==> config.mk <==
export PLATFORM = sky130hd
export DESIGN_NAME = fetch_unit
export DESIGN_NICKNAME = d
export VERILOG_FILES = /design/src/rtl/fetch_unit.sv
export SDC_FILE = /design/constraint.sdc
export NUM_CORES = 1
export LEC_CHECK = 0
export CAP_MARGIN = 20
export CORE_UTILIZATION = 30
export CTS_CLUSTER_DIAMETER = 30
export DETAILED_ROUTE_END_ITERATION = 7
export GPL_ROUTABILITY_DRIVEN = 0
export PLACE_DENSITY = 0.65
export SLEW_MARGIN = 0
export SYNTH_ARGS = -nofsm -noshare
export SYNTH_HDL_FRONTEND = slang
export SYNTH_SLANG_ARGS = --single-unit
==> constraint.sdc <==
create_clock -name clk -period 3 [get_ports clk]
set_input_delay 0.9 -clock clk [delete_from_list [all_inputs] [get_ports clk]]
set_output_delay 0.9 -clock clk [all_outputs]
set_load 0.01 [all_outputs]
==> src/rtl/fetch_unit.sv <==
// fetch_unit: IF stage; req/ready imem fetch, one-cycle execute, next-PC commit.
// Optional FETCH_UNIT_HALT_EN: syscall parks the stage in HALT until rst.
module fetch_unit #(
  parameter logic [31:0] RESET_PC     = 32'h0000_3000,
  parameter int unsigned IMEM_TIMEOUT = 16
) (
  input  logic        clk,
  input  logic        rst,
  output logic        imem_req,
  output logic [31:0] imem_addr,
  input  logic        imem_ready,
  input  logic [31:0] imem_rdata,
  output logic [31:0] instr,
  output logic [5:0]  OpCode,
  output logic [5:0]  funct,
  output logic        instr_valid,
  output logic [31:0] pc,
  output logic [31:0] pc_plus4,
  input  logic [1:0]  jump,
  input  logic [1:0]  Branch,
  input  logic        zero,
  input  logic [31:0] rs_data,
  output logic        fetch_err,
  output logic        halted
);

  localparam int unsigned CW =
    (IMEM_TIMEOUT > 1) ? $clog2(IMEM_TIMEOUT + 1) : 1;

`ifdef FETCH_UNIT_HALT_EN
  typedef enum logic [1:0] {
    S_FETCH = 2'd0,
    S_EXEC  = 2'd1,
    S_HALT  = 2'd2
  } state_t;
`else
  typedef enum logic [1:0] {
    S_FETCH = 2'd0,
    S_EXEC  = 2'd1
  } state_t;
`endif

  state_t          r_state;
  state_t          w_nstate;
  logic [31:0]     r_pc;
  logic [31:0]     r_instr;
  logic [CW-1:0]   r_wait;
  logic            r_err;
  logic            w_fetch;
  logic            w_exec;
  logic            w_timeout;
  logic            w_halt;
  logic            w_jimm;
  logic            w_jreg;
  logic            w_btake;
  logic [31:0]     w_pc4;
  logic [31:0]     w_boff;
  logic [31:0]     w_next_pc;
  logic            w_unused;

  assign w_fetch = (r_state == S_FETCH);
  assign w_exec  = (r_state == S_EXEC);
  assign w_pc4   = r_pc + 32'd4;
  assign w_boff  = {{14{r_instr[15]}}, r_instr[15:0], 2'b00};
  assign w_unused = ^rs_data[1:0];

`ifdef FETCH_UNIT_HALT_EN
  assign w_halt = w_exec && (r_instr[31:26] == 6'h00) &&
                  (r_instr[5:0] == 6'h0C);
  assign halted = (r_state == S_HALT);
`else
  assign w_halt = 1'b0;
  assign halted = 1'b0;
`endif

  assign w_timeout = (IMEM_TIMEOUT != 0) && w_fetch && !imem_ready &&
                     (r_wait == CW'(IMEM_TIMEOUT - 1));

  // jump outranks Branch, so branch decode is masked by jump==00
  assign w_jimm  = (jump == 2'b01) || (jump == 2'b10);
  assign w_jreg  = (jump == 2'b11);
  assign w_btake = (jump == 2'b00) &&
                   (((Branch == 2'b01) && zero) ||
                    ((Branch == 2'b10) && !zero));

  always_comb begin
    w_next_pc = w_pc4;
    unique case (1'b1)
      w_jimm:  w_next_pc = {w_pc4[31:28], r_instr[25:0], 2'b00};
      w_jreg:  w_next_pc = {rs_data[31:2], 2'b00};
      w_btake: w_next_pc = w_pc4 + w_boff;
      default: w_next_pc = w_pc4;
    endcase
  end

  always_comb begin
    w_nstate = r_state;
    unique case (r_state)
      S_FETCH: if (imem_ready) w_nstate = S_EXEC;
`ifdef FETCH_UNIT_HALT_EN
      S_EXEC:  w_nstate = w_halt ? S_HALT : S_FETCH;
`else
      S_EXEC:  w_nstate = S_FETCH;
`endif
      default: w_nstate = r_state;
    endcase
  end

  always_ff @(posedge clk) begin
    if (rst) r_state <= S_FETCH;
    else     r_state <= w_nstate;
  end

  always_ff @(posedge clk) begin
    if (rst) begin
      r_pc    <= RESET_PC;
      r_instr <= '0;
      r_wait  <= '0;
      r_err   <= 1'b0;
    end else begin
      r_err <= w_timeout;
      if (w_fetch && imem_ready) r_instr <= imem_rdata;
      if ((IMEM_TIMEOUT != 0) && w_fetch && !imem_ready && !w_timeout)
        r_wait <= r_wait + CW'(1);
      else
        r_wait <= '0;
      if (w_exec && !w_halt) r_pc <= w_next_pc;
    end
  end

  assign imem_req    = w_fetch && !rst;
  assign imem_addr   = r_pc;
  assign pc          = r_pc;
  assign pc_plus4    = w_pc4;
  assign instr       = r_instr;
  assign OpCode      = r_instr[31:26];
  assign funct       = r_instr[5:0];
  assign instr_valid = w_exec;
  assign fetch_err   = r_err;

endmodule

## Yosys cells after proc, flatten, opt, wreduce, memory -nomap -nowiden

Index checks and enable logic that the tools add are counted.

| word-level totals | value |
|---|---|
| register bits after elaboration | 72 |
| input bits | 72 |
| output and inout bits | 144 |
| logic and storage cells | 39 |

| cells by class | value |
|---|---|
| $add $sub $neg | 3 |
| eq/ne operators | 8 |
| multiplexer cells | 3 |
| bitwise gates (word level) | 1 |
| reductions and logical operators | 19 |

Operators with widths:

| operator | number |
|---|---|
| 32-bit one-hot mux with 3 select lines | 1 |
| 32-bit by 3-bit adder with 32-bit output, second input constant | 1 |
| 32-bit adder | 1 |
| 1-bit logical AND | 8 |
| 2-bit by 1-bit == test with 1-bit output, second input constant | 3 |
| 2-bit == test, second input constant | 3 |
| 5-bit by 1-bit adder with 5-bit output, second input constant | 1 |
| 5-bit by 4-bit == test with 1-bit output, second input constant | 1 |
| 1-bit logical NOT | 4 |
| 2-bit logical NOT | 2 |
| 2-bit one-hot mux with 2 select lines | 1 |
| 1-bit logical OR | 2 |
| 2-bit 2-to-1 mux | 1 |
| 2-bit != test, second input constant | 1 |
| 2-bit AND reduction | 1 |
| 2-bit nonzero test | 1 |
| 2-bit OR reduction | 1 |
| 1-bit NOT | 1 |

## Logic depth before layout (Yosys ltp)

Gate-level depths: netlist (run 1).

| depth | value |
|---|---|
| depth in word-level cells | 7 |
| mapped depth | 18 |
| gate-level depth less buffers | 16 |

## Worst setup path after synthesis (run 1)

OpenSTA, ideal clock, no wires.

| timing | value |
|---|---|
| path kind | flip-flop to flip-flop |
| start point | register r_pc[2] (netlist: imem_addr[2]) |
| end point | register r_pc[30] (netlist: imem_addr[30]) |
| library setup time | 0.122 ns |
| arrival | 3.393 ns |
| required time | 2.878 ns |
| slack | -0.515 ns |
| cell stages (with the launch flop) | 17 |
| path buffers | 0 |
| period minus slack after synthesis | 3.515 ns |
| cells stage by stage | dfxtp_1 ha_1 and3_1 nand3_4 nor3_2 nand3_1 xnor2_1 ha_1 inv_2 o21bai_1 a21oi_1 o21ai_1 a211oi_1 nor4bb_1 a311o_1 a32oi_1 o21ai_1 |

| between the ends | value |
|---|---|
| longest elaborated chain between the ends | 3 |

RTL lines:

| element | RTL line | source |
|---|---|---|
| start: declaration | 45 | `logic [31:0] r_pc;` |
| start signal: assignment | 127 | `if (w_exec && !w_halt) r_pc <= w_next_pc;` |
| 32-bit by 3-bit adder with 32-bit output | 63 | `assign w_pc4 = r_pc + 32'd4;` |
| via pc_plus4[20] | 18 | `output logic [31:0] pc_plus4,` |
| 32-bit adder | 91 | `w_btake: w_next_pc = w_pc4 + w_boff;` |
| 32-bit one-hot mux with 3 select lines | 88 | `unique case (1'b1)` |

The timed path passes the listed nets, and every way through them passes these cells.
A chain may end at the register's enable or synchronous reset.

## Final worst setup path (run 1)

| timing | value |
|---|---|
| start point | register r_pc[2] (netlist: imem_addr[2]) |
| end point | register r_pc[21] (netlist: imem_addr[21]) |

| between the ends | value |
|---|---|
| longest elaborated chain between the ends | 3 |

RTL lines:

| element | RTL line |
|---|---|
| 32-bit by 3-bit adder with 32-bit output * | 63 |
| 32-bit adder | 91 |
| 32-bit one-hot mux with 3 select lines * | 88 |

Every way passes the cells marked *; elsewhere a longest branch is shown, timed or not.

==> impl_metrics.json, run 1 <==
{
  "grt_pass1_wl_um": 35710,
  "crit_fanout": 4,
  "path_cells": "nand2_2, nor2_4, buf_6, and3_4, nand3_4, xnor2_4, ha_4, o21a_1, o211ai_1, nand2_2, nand2_4, o41a_1, xor2_1, o32ai_2, and3_1, a221o_1",
  "grt_start_max_net_pins": 62,
  "leakagePower_nw": 4.366,
  "ir_worst_vdd_mv": 0.2501,
  "ys_seq_elements": 69,
  "route.antenna.remaining_nets": 0,
  "synth_edf_count": 0,
  "via_count": 6885,
  "finalSetupViolCount": 19,
  "min_path_cells": 1,
  "reg2reg_depth": 16,
  "netSwitchingFraction": 0.3186,
  "fin_cells": 1305,
  "root_buffer": "clkbuf_16",
  "ys_async_sr_fraction": 0,
  "combPwrFrac": 0.336,
  "cap_violations": 0,
  "synth_cells": 745,
  "synthDistinctLibCells": 79,
  "io_buffers": 206,
  "drtIter0Drc": 490,
  "tritoncts": "built",
  "start_util": 0.3112,
  "critical_path_arrival_ns": 3.45,
  "end_kind": "flop",
  "dr.pass1.iters": 6,
  "layout_min_cycle_time_ns": 3.216,
  "synth_compound_area_frac": 0.2562,
  "die_w_um": 139.7,
  "yosysSeqAreaShare": 0.2430,
  "ios": 216,
  "required_ns": 3.24,
  "synthSimpleGateAreaFrac": 0.2199,
  "maxSlewHeadroom": 0.4824,
  "worst_slack_ns": -0.2159,
  "tightest_slew_ns": 0.7765,
  "drive_gt1_frac": 0.3420,
  "cts.sinks": 69,
  "final_util": 0.5673,
  "worstSetupPathType": "flop to flop",
  "cp_slowest_cell": "dfxtp_4",
  "placed_cells": 1248,
  "syn_to_final_growth_pct": 82.31,
  "die-area_um2": 19510,
  "clk_pin_slew_ns": 0.06,
  "grtUsageTotal": 0.2359,
  "outcome": "finished, violations left",
  "whs_ns": 0.4463,
  "synth_fa_ha_area_frac": 0.08935,
  "crit_path_frequent_cell": "nand2_2",
  "fp.dieH_um": 139.7,
  "synthMuxAreaShare": 0.001761,
  "antenna_found_initial": 0,
  "rsz0062_at_grt": "yes",
  "power.switching_mw": 1.058,
  "violations": "negative setup slack",
  "cp-start-kind": "flop",
  "nFillCells": 1629,
  "finalHoldViolCount": 0,
  "pwr-share-clk": 0.357,
  "ys_warn_count": 0,
  "synth_top_family_by_area": "compound AO/OA/AOI/OAI gates",
  "synth_flop_cell": "dfxtp_1",
  "coreArea_um2": 18270,
  "hp-class": "flop to flop",
  "slew_viol_final": 0,
  "tns_ns": -1.814,
  "overflow": 0,
  "row_count": 49,
  "fin_crit_sh": 1.072,
  "vias_per_cell": 5.276,
  "avgSynthCellArea_um2": 7.631,
  "diodes": 0,
  "dpl_worst_slack_ns": -0.2620,
  "clock_skew_ns": 0.01147,
  "max_stage_delay_ns": 0.38,
  "clockBufferDepth": 2,
  "cellPowerDensity_nw_per_um2": 320.4,
  "grt_pass1_vias": 6577,
  "syn-cell-area_um2": 5685,
  "h-tree-depth": 3,
  "drc": 0,
  "wl_um": 23660,
  "pwr-share-seq": 0.307,
  "fmax_mhz": 311.0,
  "dp_hpwl_um": 17040,
  "cts-buffers-inserted": 9,
  "synth_xor_area_frac": 0.08451,
  "nNetsFinal": 1183,
  "postCtsHoldBufs": 0,
  "p_int_mw": 2.263,
  "wl_per_cell_um": 18.13,
  "clk_latency_ns": 0.35
}
-- cells in the mapped netlist (3+ instances only) --
library cell	instances	area, um^2
a21oi_2	3	26.28
o31ai_1	3	22.52
xnor2_1	31	271.5
and2_1	4	25.02
xor2_1	22	192.7
a21oi_1	75	375.4
inv_1	15	56.30
o21a_1	6	45.04
nor2b_1	6	37.54
nand2_1	109	409.1
a21o_1	15	112.6
o21ai_0	25	125.1
clkbuf_1	30	112.6
o211ai_1	3	22.52
a22oi_1	10	75.07
nor3_1	16	80.08
nand3_1	25	125.1
a221oi_1	7	61.31
and3_1	15	93.84
o22ai_1	10	62.56
nor3_2	3	30.03
nand2b_1	3	18.77
ha_1	39	488.0
dfxtp_1	69	1381
o21bai_1	3	22.52
nor2_1	42	157.7
buf_2	4	20.02
o21ai_1	9	45.04
a31oi_1	6	37.54
a211oi_1	5	37.54
a222oi_1	7	70.07
buf_1	3	11.26
or3_1	3	18.77
a221o_1	13	130.1
buf_4	51	382.9
nand4_1	7	43.79
-- per-layer routing --
metal / vias up / global-route usage / wire [um]
met2: 274 / 0.4060 / 11540
met5: - / 0 / 0
met4: 0 / 0.06651 / 430
li1: 3290 / - / -
met1: 3291 / 0.3013 / 10080
met3: 30 / 0.04095 / 1609
-- stage by stage --
stage	power (mW)	instance area (um^2)
3_3_place_gp	2.061	9199
4_1_cts	3.300	9986
3_5_place_dp	2.072	9199
5_1_grt	3.455	10360
2_1_floorplan	1.553	6232
6_report	3.321	10360
-- placed cells by master (no fill, tap or decap), types with 14 or more instances in the layout --
cell / synthesis / layout
inv_1: 15 / 15
clkdlybuf4s50_1: 0 / 180
nor3_1: 16 / 14
o21ai_0: 25 / 21
nand2_1: 109 / 103
a21oi_1: 75 / 62
a21o_1: 15 / 15
xnor2_1: 31 / 16
buf_4: 51 / 173
dfxtp_1: 69 / 53
buf_6: 0 / 20
ha_1: 39 / 25
nor2_1: 42 / 36
-- cells by family after synthesis --
kind of cell / after synthesis
and+or+nand+nor: 255
AOI/OAI and AO/OA: 219
buffers and inverters: 106
DFF: 69
xor gates and xnor gates: 54
adders and majority gates: 40
other: 1
muxes: 1
-- cell type report --
class / instances / area [um^2] / area share
Multi-Input combinational cell: 576 / 4676 / 0.4511
Tap cell: 229 / 286.5 / 0.02764
Clock inverter: 4 / 31.28 / 0.003018
Clock buffer: 12 / 300.3 / 0.02897
Inverter: 17 / 66.31 / 0.006398
Timing Repair Buffer: 398 / 3573 / 0.3448
Sequential cell: 69 / 1431 / 0.1381
-- power groups by stage --
stage | Combinational (mW) | Clock, mW | Sequential [mW]
final | 1.12 | 1.19 | 1.02
after CTS | 1.07 | 1.21 | 1.02
after global placement | 1.03 | 0 | 1.03
after detailed placement | 1.04 | 0 | 1.03
after floorplan | 0.484 | 0 | 1.07
after global routing | 1.19 | 1.24 | 1.02
-- final timing paths --
check / slack [ns] / endpoint / startpoint
setup / recovery: -0.22 / imem_addr[21]$_SDFFE_PP0P_ / imem_addr[2]$_SDFFE_PP0P_
hold / removal: 0.45 / r_wait[0]$_SDFF_PP0_ / r_wait[0]$_SDFF_PP0_
setup reg to reg: -0.22 / imem_addr[21]$_SDFFE_PP0P_ / imem_addr[2]$_SDFFE_PP0P_
hold reg to reg: 0.45 / r_wait[0]$_SDFF_PP0_ / r_wait[0]$_SDFF_PP0_
-- what timing repair did --
item / CTS / global route
setup endpoints to repair: 40 / 36
setup buffers: 25 / 22
pin swaps: 68 / 45
resized for setup: 115 / 56
-- worst max-delay path, delay by kind of cell (launching register included) --
| kind | cells | cell delay (ns) |
|---|---|---|
| XOR/XNOR | 2 | 0.42 |
| buffers and inverters | 1 | 0.11 |
| AO/OA/AOI/OAI | 5 | 1.00 |
| adder cells (fa/ha/maj) | 1 | 0.23 |
| AND/OR/NAND/NOR | 7 | 0.94 |
| flip-flops | 1 | 0.38 |
-- registers in the layout, summed over array words and instances, names as in the netlist --
name	count
r_state	1
imem_addr	30
instr	32
r_wait	5
fetch_err	1
Note: power is estimated with default switching activity, not from simulation.
==> inputs of run 2 (changes only) <==
Settings changed: CORE_UTILIZATION 30 to 40, PLACE_DENSITY 0.65 to 0.82.
==> run 2 against run 1 <==
Against the previous run: the run still ends with negative setup slack left; cell area decreased by 0.80%; clock skew increased by 0.0044 ns; wire length increased by 12%; combinational power increased by 5%; highest routed layer unchanged.
==> impl_metrics.json, run 2 (same netlist as run 1, synthesis figures left out) <==
{
  "power.switching_mw": 1.142,
  "grt_pass1_vias": 7155,
  "dr.pass1.iters": 7,
  "fin_area_um2": 10280,
  "finalHoldViolCount": 0,
  "diodes": 0,
  "dpl_cell_area_um2": 9090,
  "start_util": 0.4096,
  "dp_hpwl_um": 15930,
  "fin_crit_sh": 1.116,
  "required_ns": 3.25,
  "overflow": 0,
  "ir_worst_vdd_mv": 0.3289,
  "hold_start": "r_wait[0]$_SDFF_PP0_",
  "h-tree-depth": 3,
  "crit_start": "imem_addr[10]$_SDFFE_PP0P_",
  "die-area_um2": 14690,
  "cts.sinks": 69,
  "grt_start_max_net_pins": 37,
  "slew_viol_final": 0,
  "row_count": 43,
  "combPwrFrac": 0.348,
  "pwr-share-clk": 0.349,
  "pwr-share-seq": 0.303,
  "end_kind": "flop",
  "die_w_um": 121.2,
  "drc": 0,
  "drtIter0Drc": 985,
  "fp.dieH_um": 121.2,
  "worst_slack_ns": -0.3470,
  "nNetsFinal": 1177,
  "tritoncts": "built",
  "coreArea_um2": 13880,
  "netSwitchingFraction": 0.3380,
  "cellPowerDensity_nw_per_um2": 328.5,
  "syn_to_final_growth_pct": 80.85,
  "layout_min_cycle_time_ns": 3.347,
  "grtUsageTotal": 0.3248,
  "clk_pin_slew_ns": 0.07,
  "wl_per_cell_um": 21.12,
  "root_buffer": "clkbuf_16",
  "cap_violations": 0,
  "clock_skew_ns": 0.01585,
  "cts-buffers-inserted": 9,
  "hp-class": "flop to flop",
  "min_path_cells": 1,
  "crit_fanout": 4,
  "leakagePower_nw": 4.298,
  "fmax_mhz": 298.8,
  "drive_gt1_frac": 0.3561,
  "final_cell_mix": "180 x clkdlybuf4s50_1, 176 x buf_4, 103 x nand2_1",
  "outcome": "finished, violations left",
  "io_buffers": 206,
  "p_int_mw": 2.237,
  "placed_cells": 1196,
  "rsz0062_at_grt": "yes",
  "reg2reg_depth": 17,
  "ios": 216,
  "wl_um": 26410,
  "cp-start-kind": "flop",
  "grt_pass1_wl_um": 36890,
  "finalSetupViolCount": 23,
  "whs_ns": 0.4473,
  "clk_latency_ns": 0.36,
  "worstReg2RegStart": "imem_addr[10]$_SDFFE_PP0P_",
  "r2r_slack_ns": -0.35,
  "antenna_found_initial": 0,
  "critical_path_arrival_ns": 3.60,
  "violations": "negative setup slack",
  "mostFrequentLayoutCell": "clkdlybuf4s50_1",
  "largest_reg_flops": 32,
  "vias_per_cell": 6.024,
  "maxSlewHeadroom": 0.5451,
  "tightest_slew_ns": 0.6824,
  "worstSetupPathType": "flop to flop",
  "tns_ns": -3.704,
  "route.antenna.remaining_nets": 0,
  "clockBufferDepth": 2,
  "via_count": 7530,
  "fin_cells": 1250
}
-- run 2: changes by cell type in the layout (fill, tap and decap cells not counted), moves of 4 or more --
| cell | change |
|---|---|
| nand3_4 | -4 |
| buf_6 | -7 |
| a21oi_2 | +4 |
| ha_1 | -6 |
| ha_4 | +6 |
-- run 2: final timing paths --
kind,end
worst min-delay path,r_wait[0]$_SDFF_PP0_
worst min register to register,r_wait[0]$_SDFF_PP0_
worst max-delay path,imem_addr[23]$_SDFFE_PP0P_
worst max register to register,imem_addr[23]$_SDFFE_PP0P_
-- run 2: per-stage QoR --
step | power (mW) | utilization | setup WS (ns)
2_1_floorplan | 1.553 | - | -0.08476
3_3_place_gp | 2.043 | 0.6549 | -0.2016
3_5_place_dp | 2.057 | 0.6549 | -0.2438
4_1_cts | 3.242 | 0.7178 | -0.2220
5_1_grt | 3.493 | 0.7408 | -0.4619
6_report | 3.378 | 0.7408 | -0.3470
-- run 2: layout make-up --
cell class              count  area, um^2
multi-input cells         576        4782
fillers                   942        3598
repair buffers            392        3461
flip-flops and latches     69        1431
clock buffers              11       275.3
well taps                 180       225.2
inverters                  17       63.81
clock inverters             5       43.79
-- run 2: power by group through the flow --
stage          Clock, mW  Combinational (mW)  Sequential, mW
5_1_grt             1.22                1.24            1.03
3_5_place_dp           0                1.02            1.03
4_1_cts             1.15                1.07            1.02
3_3_place_gp           0                1.01            1.03
2_1_floorplan          0               0.484            1.07
6_report            1.18                1.18            1.02
-- run 2: repair_timing --
item	in CTS	in global routing
buffers inserted	31	12
hold buffers	0	0
pin swaps	70	30
resized for setup	114	59
endpoints found under the setup margin	40	36
-- run 2: critical path, stage by stage, from the launching register on --
cell and delay [ns]:
dfxtp_4 0.35, and4_4 0.27, and3_4 0.23, buf_4 0.12, nand2_1 0.09, xnor2_2 0.17, buf_4 0.17, ha_4 0.29
o211ai_1 0.15, nand2_2 0.17, nand2_2 0.07, o41a_1 0.35, buf_4 0.15, buf_4 0.13, o21ai_2 0.13, xnor2_1 0.14
o21ai_1 0.07, and3_1 0.18
-- run 2: metal layers --
layer  vias to the layer above  global-route usage  share of wire
met5                         -                   0              0
met4                         0              0.1744          0.065
met3                       178             0.07049           0.10
met2                       585              0.5371           0.47
met1                      3496              0.3915           0.36
li1                       3271                   -              -
==> inputs of run 3 (changes only) <==
Settings changed: PLACE_DENSITY 0.82 to 0.79.
==> run 3 against run 2 <==
Against the previous run: the run still ends with negative setup slack left; die area unchanged; clock power decreased by 9%; wire length decreased by 0.97%; sequential share of layout area decreased by 0.069 points; largest cell class unchanged; cell area increased by 0.50%; global-route usage increased by 0.94 points; largest power group unchanged; total power decreased by 2.8%.
==> impl_metrics.json, run 3 (same netlist as run 1, synthesis figures left out) <==
{
  "cellPowerDensity_nw_per_um2": 317.6,
  "cts-buffers-inserted": 9,
  "cts.sinks": 69,
  "violations": "negative setup slack",
  "clockBufferDepth": 2,
  "clk_latency_ns": 0.36,
  "placed_cells": 1198,
  "row_count": 43,
  "root_buffer": "clkbuf_16",
  "final_cell_mix": "184 x buf_4, 180 x clkdlybuf4s50_1, 104 x nand2_1",
  "coreArea_um2": 13880,
  "critical_path_arrival_ns": 3.68,
  "grt_pass1_vias": 7120,
  "end_kind": "flop",
  "wl_per_cell_um": 20.74,
  "postCtsHoldBufs": 0,
  "grt_pass1_wl_um": 37580,
  "final-seq-area_um2": 1431,
  "drtIter0Drc": 885,
  "largest_reg_flops": 32,
  "nNetsFinal": 1188,
  "r2r_end": "imem_addr[21]$_SDFFE_PP0P_",
  "reg2reg_depth": 16,
  "route.antenna.remaining_nets": 0,
  "power_mw": 3.282,
  "drc": 0,
  "die-area_um2": 14690,
  "start_util": 0.4096,
  "finalSetupViolCount": 24,
  "clk_pin_slew_ns": 0.06,
  "required_ns": 3.24,
  "worst_slack_ns": -0.4355,
  "leakagePower_nw": 4.395,
  "dr.pass1.iters": 8,
  "grtUsageTotal": 0.3342,
  "r2r_slack_ns": -0.44,
  "worstReg2RegStart": "imem_addr[2]$_SDFFE_PP0P_",
  "nFillCells": 918,
  "cp-start-kind": "flop",
  "vias_per_cell": 5.963,
  "syn_to_final_growth_pct": 81.76,
  "multi_input_area_um2": 4753,
  "final_util": 0.7445,
  "maxSlewHeadroom": 0.4373,
  "hold_start": "r_wait[0]$_SDFF_PP0_",
  "tightest_slew_ns": 0.8389,
  "diodes": 0,
  "slew_viol_final": 0,
  "worstSetupPathType": "flop to flop",
  "fmax_mhz": 291.1,
  "clock_skew_ns": 0.008019,
  "h-tree-depth": 3,
  "min_to": "r_wait[0]$_SDFF_PP0_",
  "dpl_worst_slack_ns": -0.2522,
  "crit_fanout": 4,
  "overflow": 0,
  "antenna_found_initial": 0,
  "min_path_cells": 1,
  "cap_violations": 0,
  "dp_hpwl_um": 15940,
  "drive_gt1_frac": 0.3580,
  "fin_cells": 1261,
  "outcome": "finished, violations left",
  "tritoncts": "built",
  "finalHoldViolCount": 0,
  "fin_crit_sh": 1.145,
  "die_w_um": 121.2,
  "hp-class": "flop to flop",
  "layout_min_cycle_time_ns": 3.436,
  "via_count": 7519,
  "fp.dieH_um": 121.2,
  "rsz0062_at_grt": "yes",
  "ios": 216,
  "wl_um": 26150,
  "grt_start_max_net_pins": 63,
  "io_buffers": 206,
  "mostFrequentLayoutCell": "buf_4",
  "ir_worst_vdd_mv": 0.3413
}
run 3: power breakdown:
group          total, mW  leakage, nW  switching [mW]  internal (mW)
logic               1.19         3.68           0.576          0.610
registers           1.02        0.574          0.0606          0.961
clock network       1.07        0.141           0.444          0.631
run 3: worst max-delay path: stages, from the launching register on:
cell and delay, ns:
dfxtp_4 0.38, nand2_4 0.06, nor2_4 0.15, and3_4 0.26, buf_4 0.15, nand4_1 0.20, xnor2_2 0.23, buf_4 0.16
ha_4 0.15, a21oi_2 0.19, o21ai_2 0.13, a31oi_4 0.18, o41a_1 0.25, xor2_1 0.24, o32ai_2 0.12, buf_4 0.17
a221o_1 0.28
run 3: repair_timing:
action,4_1_cts,5_1_grt
pin swaps,67,38
buffers inserted,34,17
resized for setup,113,59
setup endpoints to repair,39,37
run 3: layer usage:
| metal | track usage | share of wire |
|---|---|---|
| met1 | 0.4050 | 0.38 |
| met2 | 0.5446 | 0.47 |
| met4 | 0.1836 | 0.053 |
| met3 | 0.07707 | 0.10 |
| met5 | 0 | 0 |
run 3: final cells by class:
class | instances | area share
repair buffers | 403 | 0.3456
clock buffers | 13 | 0.02627
clock inverters | 3 | 0.001695
multi-input cells | 576 | 0.4600
flip-flops and latches | 69 | 0.1385
inverters | 17 | 0.006175
well taps | 180 | 0.02179
run 3: worst max path at each step:
stage | startpoint | to | slack [ns] | cells after the start
finish | imem_addr[2]$_SDFFE_PP0P_ | imem_addr[21]$_SDFFE_PP0P_ | -0.44 | 16
global route | imem_addr[2]$_SDFFE_PP0P_ | imem_addr[21]$_SDFFE_PP0P_ | -0.50 | 16
CTS | imem_addr[2]$_SDFFE_PP0P_ | imem_addr[21]$_SDFFE_PP0P_ | -0.19 | 15
detailed placement | imem_addr[2]$_SDFFE_PP0P_ | imem_addr[30]$_SDFFE_PP0P_ | -0.25 | 16
global placement | imem_addr[2]$_SDFFE_PP0P_ | imem_addr[30]$_SDFFE_PP0P_ | -0.19 | 16
floorplan | imem_addr[12]$_SDFFE_PP1P_ | imem_addr[30]$_SDFFE_PP0P_ | -0.08 | 16
run 3: per-stage QoR:
step	TNS, ns	cell area [um^2]	hold WS [ns]
global placement	-1.903	9117	0.4334
CTS	-1.470	9997	0.4584
global route	-6.991	10330	0.4840
detailed placement	-2.830	9117	0.4503
finish	-4.621	10330	0.4511
floorplan	-0.2239	6232	0.4175
==> RTL change, RTL diff (settings of run 3) <==
Register the output `fetch_err` once more, cleared by the reset; this adds one clock of latency there. The other outputs are not delayed to match.
--- a/src/rtl/fetch_unit.sv
+++ b/src/rtl/fetch_unit.sv
@@ -137,5 +137,11 @@
   assign funct       = r_instr[5:0];
   assign instr_valid = w_exec;
-  assign fetch_err   = r_err;
+  always_ff @(posedge clk) begin
+    if (rst) begin
+      fetch_err <= '0;
+    end else begin
+      fetch_err <= r_err;
+    end
+  end
 
 endmodule
Check against the original RTL: same outputs for any inputs over 4 cycles, from zero or initial values and one cycle with rst high; that may be too few to reach the edited logic, so the function may still have changed.
==> RTL change against run 3 <==
  * The run still ends with setup timing left
  * Power increased by 6.2%
  * Wire length grew 8.3%
  * Synthesized area increased by 1.7%
  * Setup slack improved by 0.038 ns
  * Count of clock-buffer cells in the layout is 2 lower
  * Cell area is 4.2% higher
  * Global-route usage shrank 0.36 points
  * Sequential cell count is 1 higher
  * Utilization increased by 2.6 points
  * Clock skew increased by 0.0049 ns
  * Critical path type unchanged
  * Largest cell class unchanged
  * Highest routed layer unchanged
==> RTL change: results (changes against run 3) <==
| Metric | Value |
|---|---|
| CP top delay family | simple AND/OR/NAND/NOR gates |
| WL per Instance | 21.7 um (+4.6%) |
| Nets | 1233 (+3.8%) |
| CTS H-tree depth | 3 (unchanged) |
| Post-Synth XOR/XNOR Area | 0.0796 (-0.00487) |
| Slowest stage cell, crit path | dfxtp_4 |
| Largest net degree at the start of global routing | 59 (-6.3%) |
| Synth top area cells | dfxtp_1 (24%), ha_1 (8.4%), nand2_1 (8.2%), a21oi_1 (6.7%), buf_4 (6.4%) |
| Slew headroom | 0.470 (+0.0323) |
| Avg Inst Size Synth | 7.56 um2 (-0.96%) |
| Failing checks | setup timing |
| Area post-placement | 0.00924 mm2 (+1.3%) |
| Biggest cell delay along the critical path | 0.36 ns (-0.02 ns) |
| Metal2 WL | 13.1 mm (+7.2%) |
| Met1 GRT Util | 0.392 (-0.0130) |
| Worst R2R Start | imem_addr[6] |
| Initial antenna violation count | 0 (unchanged) |
| Proportion of layout cells with a drive suffix above 1 | 0.369 (+0.0114) |
| Wire length of the first global-routing pass | 38.0 mm (+1.0%) |
| Post-Synth Adder-Cell Area | 0.0879 (-0.00149) |
| Hold Path Origin | r_err |
| Compound-cell area share of the yosys netlist | 0.252 (-0.00405) |
| Post-synth cell types | 72 (-8.9%) |
| Skew final | 0.0130 ns (+0.00493 ns) |
| Worst setup margin | -0.397 ns (+0.0384 ns) |
| M2 GR Usage | 0.561 (+0.0165) |
| Reg2Reg Depth | 15 (-1) |
| Crit path kind | reg2reg |
| Inst Count DP | 1257 (+4.9%) |
| Post-place setup slack | -0.488 ns (-0.236 ns) |
| DR pass1 iterations | 6 (-2) |
| Synth top cells by count | nand2_1 (126), a21oi_1 (77), dfxtp_1 (70) |
| Setup violators final | 28 (+17%) |
| Vias in the first global route | 7322 (+2.8%) |
| Synth Flop Type | dfxtp_1 |
| Vias/cell | 6.01 (+0.78%) |
| Critical R2R Capture | imem_addr[30] |
| VDD IR max | 0.337 mV (-1.4%) |
| Post-DP HPWL | 16.9 mm (+5.9%) |
| Clk buf depth | 2 (unchanged) |
| Status | finished, violations left |
| CP max FO | 4 (unchanged) |
| Leak | 0.00458 uW (+4.3%) |
| Synth warnings | 0 (unchanged) |
| Detailed Route WL | 28.3 mm (+8.3%) |
| WP data arrival | 3.70 ns (+0.02 ns) |
| DRT iter0 DRCs | 1011 (+14%) |
| Fillers | 896 (-2.4%) |
| WL met3 | 3.09 mm (+17%) |
| Hold path endpoint | fetch_err |
| Metal-1 WL | 10.1 mm (+1.7%) |
| Total track usage | 0.331 (-0.00358) |
| I/O Buffers | 206 (unchanged) |
| Post-synthesis mux area share | 0.0121 (+0.0104) |
| Clock slew at reported path FFs | 0.06 ns (about the same) |
| Sequential fraction of the synthesis area | 0.242 (-0.000586) |
| GR Layer Usage met3 | 0.0716 (-0.00551) |
-- RTL change: stage by stage --
stage / total power [uW] / setup TNS [ns] / hold WS, ns / utilization
global placement: 2080 / -6.74 / 0.424 / 0.660
global route: 3590 / -9.18 / 0.467 / 0.770
CTS: 3290 / -4.96 / 0.456 / 0.733
detailed placement: 2100 / -8.58 / 0.429 / 0.660
floorplan: 1550 / -1.62 / 0.414 / -
finish: 3490 / -6.93 / 0.454 / 0.770
-- RTL change: area by class of cell --
type                       count  area (um2)  area share
multi-input combinational    597        4970       0.461
timing repair buffer         427        3770       0.350
sequential                    70        1440       0.134
clock buffer                  11         243      0.0225
tap                          180         225      0.0209
inverter                      16        60.1     0.00558
clock inverter                 5        57.6     0.00534
-- RTL change: repair_timing --
action | 4_1_cts | 5_1_grt
setup endpoints to repair | 43 | 43
pin swaps | 87 | 64
resized for setup | 157 | 103
buffers inserted | 28 | 15
-- RTL change: power breakdown --
group	switching [uW]	internal, uW	total [uW]
sequential	63.8	976	1040
clock	494	670	1160
combinational	624	660	1280
